[src/rtl/lsu.sv]
// Memory-stage load/store unit: one transaction at a time over a word bus.
// Define LSU_MISALIGN_TRAP_EN to trap misaligned H/W accesses as bus errors.
module lsu #(
   parameter int DATA_WIDTH     = 32,
   parameter int TIMEOUT_CYCLES = 255
) (
   input  logic                  i_clk,
   input  logic                  i_rst_n,
   input  logic                  i_in_valid,
   input  logic                  i_is_load,
   input  logic                  i_is_store,
   input  logic [2:0]            i_funct3,
   input  logic [DATA_WIDTH-1:0] i_addr,
   input  logic [DATA_WIDTH-1:0] i_store_data,
   output logic                  o_mem_req,
   output logic                  o_mem_we,
   output logic [DATA_WIDTH-1:0] o_mem_addr,
   output logic [DATA_WIDTH-1:0] o_mem_wdata,
   output logic [3:0]            o_mem_wstrb,
   input  logic [DATA_WIDTH-1:0] i_mem_rdata,
   input  logic                  i_mem_ack,
   output logic                  o_stall,
   output logic                  o_done,
   output logic [DATA_WIDTH-1:0] o_load_data,
   output logic                  o_bus_err
);

   typedef enum logic [1:0] {
      S_IDLE,
      S_REQ,
      S_DONE
   } state_t;

   state_t                  r_state;
   state_t                  w_state_nxt;
   logic [DATA_WIDTH-1:0]   r_mem_addr;
   logic [DATA_WIDTH-1:0]   r_wdata;
   logic [3:0]              r_wstrb;
   logic                    r_we;
   logic                    r_load;
   logic [2:0]              r_f3;
   logic [1:0]              r_lane;
   logic [7:0]              r_cnt;
   logic                    r_err;
   logic [DATA_WIDTH-1:0]   r_load_data;

   logic                    w_accept;
   logic                    w_legal;
   logic                    w_trap;
   logic                    w_go;
   logic [1:0]              w_lane;
   logic [3:0]              w_strb;
   logic [DATA_WIDTH-1:0]   w_wdata;
   logic                    w_timeout;
   logic [7:0]              w_byte;
   logic [15:0]             w_half;
   logic [DATA_WIDTH-1:0]   w_ext;

   assign w_accept = (r_state == S_IDLE) && i_in_valid
                     && (i_is_load || i_is_store);

   always_comb begin
      w_legal = 1'b0;
      case (i_funct3)
         3'b000, 3'b001, 3'b010: w_legal = 1'b1;
         3'b100, 3'b101:         w_legal = i_is_load;
         default:                w_legal = 1'b0;
      endcase
   end

`ifdef LSU_MISALIGN_TRAP_EN
   assign w_trap = ((i_funct3[1:0] == 2'b01) && i_addr[0])
                   || ((i_funct3[1:0] == 2'b10) && (i_addr[1:0] != 2'b00));
`else
   assign w_trap = 1'b0;
`endif

   assign w_go = w_legal && !w_trap;

   // Misaligned halves/words are forced down to their natural boundary
   always_comb begin
      w_lane = i_addr[1:0];
      case (i_funct3[1:0])
         2'b01:   w_lane = {i_addr[1], 1'b0};
         2'b10:   w_lane = 2'b00;
         default: w_lane = i_addr[1:0];
      endcase
   end

   always_comb begin
      w_strb  = 4'b0000;
      w_wdata = '0;
      case (i_funct3[1:0])
         2'b00: begin
            w_strb  = 4'b0001 << w_lane;
            w_wdata = {4{i_store_data[7:0]}};
         end
         2'b01: begin
            w_strb  = 4'b0011 << {w_lane[1], 1'b0};
            w_wdata = {2{i_store_data[15:0]}};
         end
         default: begin
            w_strb  = 4'b1111;
            w_wdata = i_store_data;
         end
      endcase
   end

   assign w_timeout = ({1'b0, r_cnt} + 9'd1) >= 9'(TIMEOUT_CYCLES);

   assign w_byte = i_mem_rdata[{r_lane, 3'b000} +: 8];
   assign w_half = r_lane[1] ? i_mem_rdata[31:16] : i_mem_rdata[15:0];

   always_comb begin
      w_ext = i_mem_rdata;
      case (r_f3)
         3'b000:  w_ext = {{24{w_byte[7]}}, w_byte};
         3'b001:  w_ext = {{16{w_half[15]}}, w_half};
         3'b100:  w_ext = {24'd0, w_byte};
         3'b101:  w_ext = {16'd0, w_half};
         default: w_ext = i_mem_rdata;
      endcase
   end

   always_comb begin
      w_state_nxt = r_state;
      case (r_state)
         S_IDLE: begin
            if (w_accept) w_state_nxt = w_go ? S_REQ : S_DONE;
         end
         S_REQ: begin
            if (i_mem_ack || w_timeout) w_state_nxt = S_DONE;
         end
         S_DONE:  w_state_nxt = S_IDLE;
         default: w_state_nxt = S_IDLE;
      endcase
   end

   always_ff @(posedge i_clk) begin
      if (!i_rst_n) begin
         r_state <= S_IDLE;
      end else begin
         r_state <= w_state_nxt;
      end
   end

   always_ff @(posedge i_clk) begin
      if (!i_rst_n) begin
         r_mem_addr  <= '0;
         r_wdata     <= '0;
         r_wstrb     <= 4'b0000;
         r_we        <= 1'b0;
         r_load      <= 1'b0;
         r_f3        <= 3'b000;
         r_lane      <= 2'b00;
         r_cnt       <= 8'd0;
         r_err       <= 1'b0;
         r_load_data <= '0;
      end else if (w_accept) begin
         r_mem_addr  <= {i_addr[DATA_WIDTH-1:2], 2'b00};
         r_wdata     <= i_is_load ? '0 : w_wdata;
         r_wstrb     <= (w_go && !i_is_load) ? w_strb : 4'b0000;
         r_we        <= w_go && !i_is_load;
         r_load      <= i_is_load;
         r_f3        <= i_funct3;
         r_lane      <= w_lane;
         r_cnt       <= 8'd0;
         r_err       <= !w_go;
         r_load_data <= '0;
      end else if (r_state == S_REQ) begin
         r_cnt <= r_cnt + 8'd1;
         // Ack has priority over a coincident timeout
         if (i_mem_ack) begin
            r_err       <= 1'b0;
            r_load_data <= r_load ? w_ext : '0;
            r_we        <= 1'b0;
            r_wstrb     <= 4'b0000;
         end else if (w_timeout) begin
            r_err       <= 1'b1;
            r_load_data <= '0;
            r_we        <= 1'b0;
            r_wstrb     <= 4'b0000;
         end
      end
   end

   assign o_mem_req   = (r_state == S_REQ);
   assign o_mem_we    = r_we;
   assign o_mem_addr  = r_mem_addr;
   assign o_mem_wdata = r_wdata;
   assign o_mem_wstrb = r_wstrb;
   assign o_stall     = w_accept || (r_state == S_REQ);
   assign o_done      = (r_state == S_DONE);
   assign o_load_data = r_load_data;
   assign o_bus_err   = (r_state == S_DONE) && r_err;

endmodule

[config.mk]
export PLATFORM = sky130hd
export DESIGN_NAME = lsu
export DESIGN_NICKNAME = d
export VERILOG_FILES = /design/src/rtl/lsu.sv
export SDC_FILE = /design/constraint.sdc
export NUM_CORES = 1
export LEC_CHECK = 0
export BUFFER_PORTS_ARGS = -buffer_cell sky130_fd_sc_hd__buf_2
export CAP_MARGIN = 10
export CORE_UTILIZATION = 45
export CTS_CLUSTER_SIZE = 40
export DETAILED_ROUTE_END_ITERATION = 8
export PLACE_DENSITY_LB_ADDON = 0.12
export SETUP_SLACK_MARGIN = 0.1
export SLEW_MARGIN = 25
export SYNTH_ARGS = -nofsm -noshare
export SYNTH_HDL_FRONTEND = slang
export SYNTH_SLANG_ARGS = --single-unit
[constraint.sdc]
create_clock -name i_clk -period 5.5 [get_ports i_clk]
set_clock_uncertainty 0.15 [all_clocks]
set_input_delay 0.55 -clock i_clk [delete_from_list [all_inputs] [get_ports i_clk]]
set_output_delay 0.55 -clock i_clk [all_outputs]
set_load 0.02 [all_outputs]
## Word level (Yosys, flattened, before mapping)

Cells that the tools add are included.

| storage, ports and cells | value |
|---|---|
| register bits after elaboration | 116 |
| logic and storage cells | 80 |
| bits of input ports | 105 |

| cells by class | value |
|---|---|
| bitwise logic cells | 1 |
| add/subtract/negate cells | 2 |
| mux-type cells | 27 |
| magnitude comparators | 1 |
| shift-type cells | 3 |
| equal/unequal tests | 13 |
| reduce and logical (&&, ||, !) cells | 22 |

Operators with widths:

| cell | count |
|---|---|
| $mux W32 | 4 |
| $pmux W32 S4 | 1 |
| $pmux W32 S2 | 1 |
| $shiftx A32 B6 Y8 | 1 |
| $mux W4 | 5 |
| $mux W16 | 1 |
| $eq A3 B3 Y1 const B | 4 |
| $add A8 B1 Y9 const B | 1 |
| $ge A9 B8 Y1 const B | 1 |
| $add A8 B1 Y8 const B | 1 |
| $mux W1 | 8 |
| $pmux W2 S2 | 2 |
| $pmux W4 S2 | 1 |
| $eq A3 B1 Y1 const B | 2 |
| $logic_not A3 Y1 | 2 |
| $mux W2 | 3 |
| $reduce_and A2 Y1 | 3 |
| $eq A2 B1 Y1 const B | 2 |
| $eq A2 B2 Y1 const B | 2 |
| $logic_and A1 B1 Y1 | 4 |
| $logic_not A2 Y1 | 2 |
| $reduce_bool A2 Y1 | 2 |
| $reduce_or A2 Y1 | 2 |
| $shl A1 B2 Y4 const A | 1 |
| 10 further kinds | 13 |

## Longest topological paths before layout

| depth | value |
|---|---|
| depth after elaboration | 6 |
| gate-level depth with buffers | 10 |
| gate-level depth less buffers | 7 |

## Least setup slack after synthesis

No wires, ideal clock.

| timing path | value |
|---|---|
| path type | input to register |
| start | input port i_funct3[1] |
| end | register r_err |
| required time | 5.280 ns |
| slack | 2.979 ns |
| stages on the path | 9 |
| arrival time | 2.301 ns |
| path through | clkbuf_1 > inv_1 > ha_1 > clkbuf_1 > nor3_1 > a21oi_1 > o31a_1 > o21ai_0 > o2bb2ai_1 |

| between the ends | value |
|---|---|
| cells in the longest elaborated chain, start to end | 5 |

RTL lines:

| what | line | text |
|---|---|---|
| start: declaration | 12 | `input logic [2:0] i_funct3,` |
| $eq A3 B1 Y1, or another cell as far along | 64 | `case (i_funct3)` |
| $reduce_or A3 Y1 or $reduce_or A2 Y1 (tied branches) | 64 |  |
| $pmux W1 S2 (*) | 64 |  |
| $logic_not A1 Y1 (*) | 168 | `r_err <= !w_go;` |
| $mux W1 (*) | 159 | `end else if (w_accept) begin` |
| end signal: assignment | 168 |  |
| end: declaration | 44 | `logic r_err;` |

Every way passes the cells marked *; elsewhere a longest branch is shown, timed or not.
A chain may end at the register's enable or synchronous reset.

## Worst setup path after layout

| timing path | value |
|---|---|
| start | register r_cnt[0] |
| end | register r_wstrb[3] (netlist: o_mem_wstrb[3]) |

| between the ends | value |
|---|---|
| cells in the longest elaborated chain, start to end | 4 |

RTL lines:

| what | line | text |
|---|---|---|
| start: declaration | 43 | `logic [7:0] r_cnt;` |
| start signal: assignment | 171 | `r_cnt <= r_cnt + 8'd1;` |
| $add A8 B1 Y9 | 109 | `assign w_timeout = ({1'b0, r_cnt} + 9'd1) >= 9'(TIMEOUT_CYCLES);` |
| $ge A9 B8 Y1 | 109 |  |
| $reduce_bool A3 Y1 (no source line) | -- |  |
| $reduce_and A2 Y1 (no source line) | -- |  |
| end signal: assignment | 162 | `r_wstrb <= (w_go && !i_is_load) ? w_strb : 4'b0000;` |
| end: declaration | 38 | `logic [3:0] r_wstrb;` |

Every way passes these cells.

==> results by stage <==
Synthesis:
- The biggest area contributor in the post-synthesis netlist is dfxtp_1.
- The area of the mapped netlist is 5230 sq um.
- In this run, synthesis produced a sequential element count of 116.
- The number of distinct library cell variants in the gate-level netlist after synthesis is 53.
- The portion of the post-synthesis area used by sequential elements is 44.4%.
- For this run, the leading register cell type out of synthesis is dfxtp_1.
- Counting flops with a built-in enable in the synthesized netlist gives 0.
- By area the synthesized netlist is led by dfxtp_1 (44%), nand2_1 (11%), mux2i_1 (7.3%), o21ai_0 (6.2%), a21oi_1 (4.5%).
- The gate count after technology mapping is 634.
- The area fraction of the dominant cell type after synthesis is 44.4%.
- Of all flip-flops after synthesis, the portion carrying an async set or reset was 0%.
- For this run, the number of Yosys warnings is 0.
- Averaged over all synthesized cells, the footprint is 8.25 sq um.

GRT:
- Summed over all layers, the global routing overflow is 0.
- The largest net degree at the start of global routing is 46.
- The initial antenna violation count is 0.
- The aggregate global-route resource usage is 25.1%.
- The number of global-route vias before repair was 4891.
- The first global-routing pass estimated 23300 um of wire.

Finish:
- The area growth from synthesis to layout is 31.6%.
- The cell area after layout is 6880 sq um.
- The count of filler cells inserted in the layout is 1030.
- The fraction of layout cells with a size suffix above 1 is 31.1%.
- The total number of nets in the final design is 927.
- The number of antenna diodes in the final layout is 0.

Hold path:
- The hold path startpoint is i_addr[6].
- The class of the tightest hold or removal check is primary input to register.

Die:
- The floorplan has 38 rows.
- The initial standard-cell utilization of the core is 47.2%.
- For this design the top-level I/O count stands at 210.
- The die boundary width is 110 um.
- The core region is 11100 sq um.
- The die covers 12100 sq um.
- The vertical die dimension is 110 um.

Timing:
- Setup violations remaining at the end of the flow were counted as 0.
- The final number of max-transition violations is 0.
- The final count of hold timing violations is 0.
- The share of the clock period used by the worst path after layout is 50.0%.
- For the pin with the worst max-slew slack, the measured transition is 0.990 ns.
- The sum of negative setup slack is 0 ns.
- Headroom to the max-slew limit came out at 33.7%.
- Setup repair after global routing left no endpoint under its margin.
- The smallest clock period supported by the final layout is computed as 2.75 ns.
- For this run, the top clock speed supported by timing is 0.364 GHz.

Clocking:
- CTS built an H-tree with a depth of 4.
- The number of buffers inserted for hold repair after clock tree synthesis is 0.
- The clock passes through at most 2 buffers.
- The clock insertion delay at the later pin of the skew report is 0.42 ns.
- The total of cells resized after clock tree synthesis is 0.
- TritonCTS built the clock tree.
- Clock tree synthesis found a total of 116 sinks.
- The root buffer cell chosen for the clock tree is clkbuf_16.
- The clock buffer count from CTS is 17.
- Clock-pin slew was measured on the worst setup and hold paths at 0.06 ns.
- The number of setup buffers added after CTS is 0.

Outcome:
- The flow ran to the end, and the final reports show no timing, DRC or antenna violations.

Worst setup path:
- At the worst endpoint, the required time is 5.65 ns.
- The type of destination of the critical path is a register.
- The critical path is of the register to register type.
- STA classifies the critical path startpoint as a register.
- The endpoint arrival time on the critical path is 2.90 ns.
- The worst register-to-register path begins at r_cnt[0]$_SDFFE_PP0P_.
- Along the worst path, the maximum fanout reaches 38.
- In this run the worst setup path begins at r_cnt[0]$_SDFFE_PP0P_.

Route:
- After detailed routing, the number of remaining DRC violations is 0.
- For this block, the initial DRC count from the detailed router was 305.
- Dividing the detail-routed via count by the number of cells gives 5.36.
- For this block, the routed nets add up to 15000 um of wire.
- Once detail routing completed, the nets flagged for antenna violations numbered 0.
- The number of iterations in the first detailed-routing pass is 5.
- After detailed routing, the average wire length per cell comes to 15.5 um.
- Summing over every cut layer, the via total after detailed routing is 5199.

Power and ir drop:
- The post-route total power is 0.00226 W.
- Across the VDD grid, the largest voltage drop is 206 uV.
- The analysis attributes to cell leakage a power of 3.25 nW.
- Power spread over the standard cell area amounts to 328 nW/um^2.

Placed design:
- The quantity of I/O buffers inserted on ports is 207.
- The final weighted congestion of routability-driven global placement is 0.838.
- The area of placed instances is 6290 sq um.
- Detailed placement ended at an HPWL of 10800 um.

Flow run:
- Max-cap violations in this run came to 0.
cells in the final DEF, fill, tap and decap left out, types with 7 or more instances in the layout:
cell       count
mux2i_1       38
clkbuf_16     17
a221o_1        7
inv_1         14
dfxtp_1      116
nand2_1      158
o21ai_0       65
nor2_1        32
o221ai_1       7
a21oi_1       46
o32a_1         7
clkinv_2       7
a22o_1        16
buf_2        207
nor2b_1        7
metrics by stage:
stage	setup WS (ns)	hold slack, ns	cells	util [%]
5_1_grt	2.56	0.216	970	62.1
4_1_cts	2.74	0.209	970	62.1
6_report	2.75	0.219	970	62.1
3_5_place_dp	2.37	0.290	938	56.8
3_3_place_gp	2.53	0.283	938	56.7
2_1_floorplan	2.98	0.282	635	-
power by group:
group	switching (W)	internal, W
clock	0.000391	0.000705
sequential	0.0000254	0.000872
combinational	0.000167	0.0000963
critical path, stage by stage, from the launching register on:
cell     delay, ns
dfxtp_1       0.53
ha_1          0.37
and4b_1       0.24
nand4_1       0.10
a32oi_1       0.47
a21oi_4       0.08
buf_4         0.33
a32o_1        0.35
state kept, by name, summed over array words and instances, names as in the netlist:
| name | count |
|---|---|
| o_mem_wstrb | 4 |
| r_load | 1 |
| r_state | 2 |
| r_lane | 2 |
| o_mem_wdata | 32 |
| r_f3 | 3 |
| r_err | 1 |
| o_load_data | 32 |
| o_mem_addr | 30 |
| o_mem_we | 1 |
| r_cnt | 8 |
routing by layer:
metal / GRT usage (%) / wire length (um) / vias up
met3: 8.00 / 1070 / 32
met2: 39.5 / 7120 / 192
li1: - / - / 2567
met4: 12.1 / 399 / 0
met5: 0 / 0 / -
met1: 30.9 / 6440 / 2408
synth_stat cells (all sizes together) (7+ instances only):
cell,instances
o32a,7
inv,14
o221ai,7
a21oi,49
clkbuf,31
nor2b,7
a221o,7
buf,18
mux2i,38
dfxtp,116
nor2,32
o21ai,67
nand2,158
a22o,16
cell type report:
cell class	instances	area (sq um)	area share [%]
flip-flops and latches	116	2320	33.8
repair buffers	212	1070	15.6
clock inverters	15	165	2.40
inverters	14	52.6	0.764
well taps	140	175	2.55
clock buffers	17	425	6.18
multi-input cells	456	2670	38.8
final timing paths:
kind	end	slack (ns)	cells after the start
worst max-delay path	o_mem_wstrb[3]$_SDFFE_PN0P_	2.75	7
worst min register to register	o_mem_addr[17]$_SDFFE_PN0P_	0.30	2
worst min-delay path	o_mem_addr[6]$_SDFFE_PN0P_	0.22	3
worst max register to register	o_mem_wstrb[3]$_SDFFE_PN0P_	2.75	7
cell families after synthesis:
family,after synthesis,share of synthesized area (%)
buf+inv,63,5.17
flops,116,44.4
simple gates,232,19.1
fa+ha+maj,5,1.20
xor+xnor,5,0.837
other cells,1,0.0717
compound gates,170,20.6
mux,42,8.57
Note: power is estimated with default switching activity, not from simulation.
